==> src/rtl/bus_arbiter_rr.sv <==
// Shared-bus arbiter: registered one-hot grant, split re-grant, ack timeout, protocol-error pulse.
// Define ROUND_ROBIN_EN for rotating priority; otherwise the highest-index request wins.
module bus_arbiter_rr #(
   parameter int NUM_MASTERS = 2,
   parameter int NUM_SLAVES  = 3,
   parameter int ACK_TIMEOUT = 8,
   localparam int ID_W = (NUM_MASTERS > 2) ? $clog2(NUM_MASTERS) : 1
) (
   input  logic                             clk,
   input  logic                             reset,
   input  logic [NUM_MASTERS-1:0]           req,
   input  logic [NUM_SLAVES*NUM_MASTERS-1:0] split_req,
   input  logic [NUM_MASTERS-1:0]           util,
   output logic [NUM_MASTERS-1:0]           grant,
   output logic [NUM_SLAVES*NUM_MASTERS-1:0] gmaster,
   output logic [ID_W-1:0]                  owner_id,
   output logic                             timeout,
   output logic                             proto_err
);

   typedef enum logic [1:0] {IDLE, GRANT, BUSY} state_t;

   state_t                 state_q, state_d;
   logic [NUM_MASTERS-1:0] grant_q, grant_d;
   logic [NUM_MASTERS-1:0] eff, winner_vec;
   logic [ID_W-1:0]        owner_q, owner_d, winner;
   logic [7:0]             ack_q, ack_d;
   logic                   timeout_q, timeout_d;
   logic                   proto_err_q, proto_err_d;
   logic                   util_own, eff_own, new_grant;

   // A slave's split request stands in for the master's own bus request.
   always_comb begin
      eff = req;
      for (int s = 0; s < NUM_SLAVES; s++)
         eff = eff | split_req[s*NUM_MASTERS +: NUM_MASTERS];
   end

   assign util_own = |(util & grant_q);
   assign eff_own  = |(eff & grant_q);

`ifdef ROUND_ROBIN_EN
   logic [ID_W-1:0] last_q, last_d;
   logic            rr_found;

   // Search downward from last_owner-1 with wrap, so the previous owner is considered last.
   always_comb begin
      winner   = '0;
      rr_found = 1'b0;
      for (int k = 1; k <= NUM_MASTERS; k++) begin
         if (!rr_found && eff[(int'(last_q) + NUM_MASTERS - k) % NUM_MASTERS]) begin
            winner   = ID_W'((int'(last_q) + NUM_MASTERS - k) % NUM_MASTERS);
            rr_found = 1'b1;
         end
      end
   end
`else
   always_comb begin
      winner = '0;
      for (int m = 0; m < NUM_MASTERS; m++)
         if (eff[m]) winner = ID_W'(m);
   end
`endif

   always_comb begin
      winner_vec         = '0;
      winner_vec[winner] = 1'b1;
   end

   // NOTE: every signal written here gets a default first, so no latch can be inferred.
   always_comb begin
      state_d     = state_q;
      grant_d     = grant_q;
      owner_d     = owner_q;
      ack_d       = ack_q;
      timeout_d   = 1'b0;
      proto_err_d = |(util & ~grant_q);
      new_grant   = 1'b0;
`ifdef ROUND_ROBIN_EN
      last_d      = last_q;
`endif
      unique case (state_q)
         IDLE: begin
            if (|eff) new_grant = 1'b1;
         end
         GRANT: begin
            // util is tested first so it beats a timeout expiring in the same cycle.
            if (util_own) begin
               state_d = BUSY;
            end else if (!eff_own) begin
               state_d = IDLE;
               grant_d = '0;
               owner_d = '0;
            end else if (ack_q == 8'(ACK_TIMEOUT - 1)) begin
               state_d   = IDLE;
               grant_d   = '0;
               owner_d   = '0;
               ack_d     = '0;
               timeout_d = 1'b1;
            end else begin
               ack_d = ack_q + 8'd1;
            end
         end
         BUSY: begin
            if (!util_own) begin
               if (|eff) begin
                  new_grant = 1'b1;
               end else begin
                  state_d = IDLE;
                  grant_d = '0;
                  owner_d = '0;
               end
            end
         end
         default: begin
            state_d = IDLE;
            grant_d = '0;
            owner_d = '0;
         end
      endcase

      if (new_grant) begin
         state_d = GRANT;
         grant_d = winner_vec;
         owner_d = winner;
         ack_d   = '0;
`ifdef ROUND_ROBIN_EN
         last_d  = winner;
`endif
      end
   end

   // NOTE: non-blocking assignments make every register update from the same pre-edge values.
   always_ff @(posedge clk or negedge reset) begin
      if (!reset) begin
         state_q     <= IDLE;
         grant_q     <= '0;
         owner_q     <= '0;
         ack_q       <= '0;
         timeout_q   <= 1'b0;
         proto_err_q <= 1'b0;
`ifdef ROUND_ROBIN_EN
         last_q      <= '0;
`endif
      end else begin
         state_q     <= state_d;
         grant_q     <= grant_d;
         owner_q     <= owner_d;
         ack_q       <= ack_d;
         timeout_q   <= timeout_d;
         proto_err_q <= proto_err_d;
`ifdef ROUND_ROBIN_EN
         last_q      <= last_d;
`endif
      end
   end

   assign grant     = grant_q;
   assign gmaster   = {NUM_SLAVES{grant_q}};
   assign owner_id  = owner_q;
   assign timeout   = timeout_q;
   assign proto_err = proto_err_q;

endmodule

==> config.mk <==
export PLATFORM = sky130hd
export DESIGN_NAME = bus_arbiter_rr
export DESIGN_NICKNAME = d
export VERILOG_FILES = /design/src/rtl/bus_arbiter_rr.sv
export SDC_FILE = /design/constraint.sdc
export NUM_CORES = 1
export LEC_CHECK = 0
export BUFFER_PORTS_ARGS = -buffer_cell sky130_fd_sc_hd__buf_2
export CORE_UTILIZATION = 53
export CTS_CLUSTER_DIAMETER = 200
export DETAILED_ROUTE_END_ITERATION = 10
export GPL_TIMING_DRIVEN = 0
export HOLD_SLACK_MARGIN = 0.02
export PLACE_DENSITY = 0.81
export SLEW_MARGIN = 25
export SYNTH_ARGS = -nofsm -noshare
export SYNTH_HDL_FRONTEND = slang
export SYNTH_SLANG_ARGS = --single-unit
==> constraint.sdc <==
create_clock -name clk -period 5.65 [get_ports clk]
set_input_delay 0.565 -clock clk [delete_from_list [all_inputs] [get_ports clk]]
set_output_delay 0.565 -clock clk [all_outputs]
set_load 0.05 [all_outputs]
# Yosys cells after proc, flatten, opt, wreduce, memory -nomap -nowiden
# Cells that the tools add are included.
# W data, S select, Z words.
[totals]
out_inout_bits = 11
register_bits = 15
inputBits = 12
word_cells = 69
[op_classes]
n_reduce_logical = 11
magnitude_cmp = 2
eq_ne = 10
mux = 32
n_addsub = 1
bitwise_logic = 7
[ops]
columns = ["cell", "count"]
rows = [
  ["$mux W8", 5],
  ["$mux W2", 8],
  ["$mux W1", 14],
  ["$pmux W2 S3", 2],
  ["$ne A3 B3 Y1 const B", 3],
  ["$add A8 B1 Y8 const B", 1],
  ["$eq A8 B3 Y1 const B", 1],
  ["$reduce_or A2 Y1", 4],
  ["$and A2 B2 Y2", 3],
  ["$or A2 B2 Y2", 3],
  ["$ne A5 B5 Y1 const B", 1],
  ["$reduce_and A5 Y1", 1],
  ["$ne A4 B4 Y1 const B", 1],
  ["$reduce_and A4 Y1", 1],
  ["$reduce_bool A2 Y1", 2],
  ["$pmux W1 S3", 1],
  ["$reduce_and A3 Y1", 1],
  ["$eq A2 B1 Y1 const B", 1],
  ["$eq A2 B2 Y1 const B", 1],
  ["$logic_not A2 Y1", 1],
  ["$lt A1 B2 Y1 const B", 1],
  ["$ne A2 B1 Y1 const B", 1],
  ["$ne A2 B2 Y1 const B", 1],
  ["$not A2 Y2", 1],
  ["other kinds (4)", 4],
]

# Longest topological paths before layout
[depth]
depth_word = 9
mapped_depth = 5
depth_no_buf = 5

# Worst setup path before layout
# Ideal clock, no wire load.
[synth_path]
path_type = "flip-flop to flip-flop"
start = "reg grant_q[0], in the netlist grant[0]"
end = "reg ack_q[7]"
setup_time_ps = 126
period_less_slack_ps = 2082
n_path_buf = 0
slack_ps = 3568
t_required_ps = 5524
arrival_time_ps = 1956
path_stages_with_launch = 5
path_cell_list = "dfrtp_1 o41ai_1 a211oi_1 nor2_1 a221o_1"
[synth_via]
elab_chain_cells = 6
word_cells_on_any_way = 11
classes_between = "eq/ne: 1; mux: 3; bitwise: 2; reduce/logical: 5"
[synth_lines]
columns = ["item", "line_no", "text"]
rows = [
  ["from (decl)", "24", "logic [NUM_MASTERS-1:0] grant_q, grant_d;"],
  ["from (signal assigned)", "147", "grant_q <= grant_d;"],
  ["$and A2 B2 Y2", "39", "assign util_own = |(util & grant_q);"],
  ["$reduce_or A2 Y1", "39", ""],
  ["$mux W1", "105", "if (!util_own) begin"],
  ["$pmux W1 S2", "82", "unique case (state_q)"],
  ["$ne A2 B1 Y1 (no source line) or $reduce_bool A2 Y1 (tied branches)", "--", ""],
  ["$reduce_and A3 Y1 (no source line)", "--", ""],
  ["to (signal assigned)", "149", "ack_q <= ack_d;"],
  ["to (decl)", "27", "logic [7:0] ack_q, ack_d;"],
]
# Parallel ways exist; a longest one is shown, timed or not.
# A chain may end at the register's enable or synchronous reset.

# Final worst setup path
# Ends and elaborated chain as after synthesis.

==> impl_metrics.json <==
{
  "finalSetupTns_ns": 0,
  "vias_per_cell": 5.98,
  "internal-power_uw": 225,
  "tritoncts": "built",
  "synth_nets": 94,
  "cts_sinks": 14,
  "gp_congestion": 0.849,
  "fp.dieArea_sq_um": 1660,
  "sw_frac_of_total_pct": 48.7,
  "synth_edf_count": 0,
  "met2_usage_pct": 33.6,
  "wl_mm": 1.64,
  "yosys_warnings": 0,
  "status": "completed",
  "clkTransAtPathRegs_ns": 0.08,
  "timing.fmax_mhz": 480,
  "worst_slew_pin_slew_ns": 0.791,
  "drive_gt1_share_pct": 34.0,
  "clkPwrFrac_pct": 12.5,
  "placed_area_sq_um": 926,
  "vdd_drop_max_mv": 0.307,
  "clk_path_buf_depth": 2,
  "dpl.hpwl_mm": 1.26,
  "synthArstFlopShare_pct": 100,
  "p_comb_share_pct": 54.5,
  "synth.distinct_cells": 31,
  "p_switching_uw": 213,
  "grt_pass1_wl_mm": 2.40,
  "wl_per_cell_um": 13.6,
  "seqPwrFrac_pct": 33.0,
  "min_period_ns": 2.08,
  "grtUsageMet1_pct": 31.0,
  "ys.flop_type": "dfrtp_1",
  "insertedDiodeCount": 0,
  "setup_viol": 0,
  "row_count": 13,
  "ys_seq_area_share_pct": 44.0,
  "synth_area_leaders": "dfrtp_1 (44%), buf_4 (6.6%), a21oi_1 (3.8%)",
  "timing.critical_path.from": "grant[0]",
  "worstPathRequired_ns": 5.81,
  "dr.pass1.iters": 4,
  "numCtsBuffers": 3,
  "period_share_pct": 36.8,
  "p_leak_uw": 0.000467,
  "finish.instance_area_sq_um": 948,
  "grt_pass1_vias": 557,
  "yosys.area.top_type_share_pct": 44.0,
  "die_w_um": 40.8,
  "min_path_type": "in2async",
  "critPathLaunchType": "flip-flop",
  "clock_latency_ns": 0.27,
  "io_pins": 23,
  "synth_area_leader_cell": "dfrtp_1",
  "slew_headroom_pct": 46.9,
  "gr-usage-met3_pct": 3.80,
  "rsz0062_at_grt": "no",
  "cts_root_buf": "clkbuf_4",
  "p_per_area_nw_per_um2": 462,
  "synth_area_sq_um": 797,
  "critical_path.endpoint_type": "flip-flop",
  "htree_levels": 1,
  "final_cell_mix": "buf_2 (22), dfrtp_1 (14), buf_4 (7), a21oi_1 (6)",
  "grt_usage_pct": 21.9,
  "fp.dieH_um": 40.8,
  "io_buffers": 22,
  "path_class": "reg2reg",
  "initial_utilization_pct": 59.0,
  "drc_errors": 0,
  "postCtsHoldBufs": 0,
  "overflow": 0,
  "cp_max_fo": 9,
  "nets": 121,
  "vias": 723,
  "critPathArrivalTime_ns": 2.24,
  "avgSynthCellArea_sq_um": 9.84,
  "antenna_found_initial": 0,
  "report.final.slew_viol_count": 0,
  "layout_commonest_cell": "buf_2",
  "grt_start_max_net_pins": 15,
  "grt_busiest_layer": "met2",
  "drv_cap": 0,
  "cts_resized": 0,
  "reg2reg_from": "grant[0]",
  "finalHoldViolCount": 0,
  "core_area_sq_um": 1350,
  "ys_seq_elements": 14,
  "syn_inst": 81,
  "antenna_left": 0,
  "finClkSkew_ns": 0.00594,
  "post_cts_buffers": 0,
  "area_growth_syn_to_layout_pct": 19.0,
  "drt_iter0_markers": 19
}
## critical path, cell delays in order (launching register included)
cell and delay [ns]:
dfrtp_1 0.49, o41ai_1 0.19, a211oi_1 0.72, nor2_1 0.17
a221o_1 0.39
## Yosys cell counts (all sizes together) (2+ instances only)
cell and count:
dfrtp 14, a22o 3, buf 7, or4 5, nand2 5, o31ai 2, a21oi 6, nor2 5
o21ai 3, inv 4, nand3 4, or3 2, nand2b 4, o41ai 2
## metal layers
metal  share of wire [%]  wire, um  vias to the layer above
li1                    -         -                      356
met1                  47       770                      332
met2                  46       754                       33
met3                 6.3       104                        2
met4                0.73        12                        0
met5                   0         0                        -
## final timing paths
path	end	slack, ns	cells past startpoint
setup / recovery	ack_q[7]	3.57	4
hold reg to reg	ack_q[2]	0.54	1
min in group clk	ack_q[2]	0.54	1
max in group asynchronous	ack_q[1]	5.24	1
hold / removal	grant[0]	0.17	1
setup reg to reg	ack_q[7]	3.57	4
## final cells by class
type	instances	area, sq um
fillers	99	402
multi-input cells	56	379
flip-flops and latches	14	350
repair buffers	22	110
plain buffers	7	52.6
clock buffers	3	22.5
well taps	15	18.8
inverters	4	15.0
## power groups by stage
stage	logic, uW	clock network [uW]	registers, uW
4_1_cts	239	54.5	144
2_1_floorplan	170	0	163
3_5_place_dp	238	0	146
5_1_grt	262	57.6	150
6_report	239	54.9	145
3_3_place_gp	234	0	145
## per-stage QoR
stage	setup slack (ns)	util, %	total power, uW	hold WS, ns	cells
CTS	3.58	70.3	438	0.183	121
floorplan	3.57	-	332	0.269	81
global route	3.38	70.3	469	0.203	121
finish	3.57	70.3	438	0.171	121
detailed placement	3.37	68.6	385	0.476	118
global placement	3.45	68.6	379	0.475	118
## logic make-up after synthesis
logic type | after synthesis | share of synthesized area [%]
buffers and inverters | 11 | 8.48
AOI/OAI and AO/OA | 25 | 22.9
muxes | 1 | 1.26
and+or+nand+nor | 29 | 21.8
DFF | 14 | 44.0
adders and majority gates | 1 | 1.57
## sequential cells by signal (all words and copies together), names as in the netlist
signal     cells
grant          1
proto_err      1
timeout        1
ack_q          8
owner_id       1
state_q        2
Power figures use the tool's default switching activity.
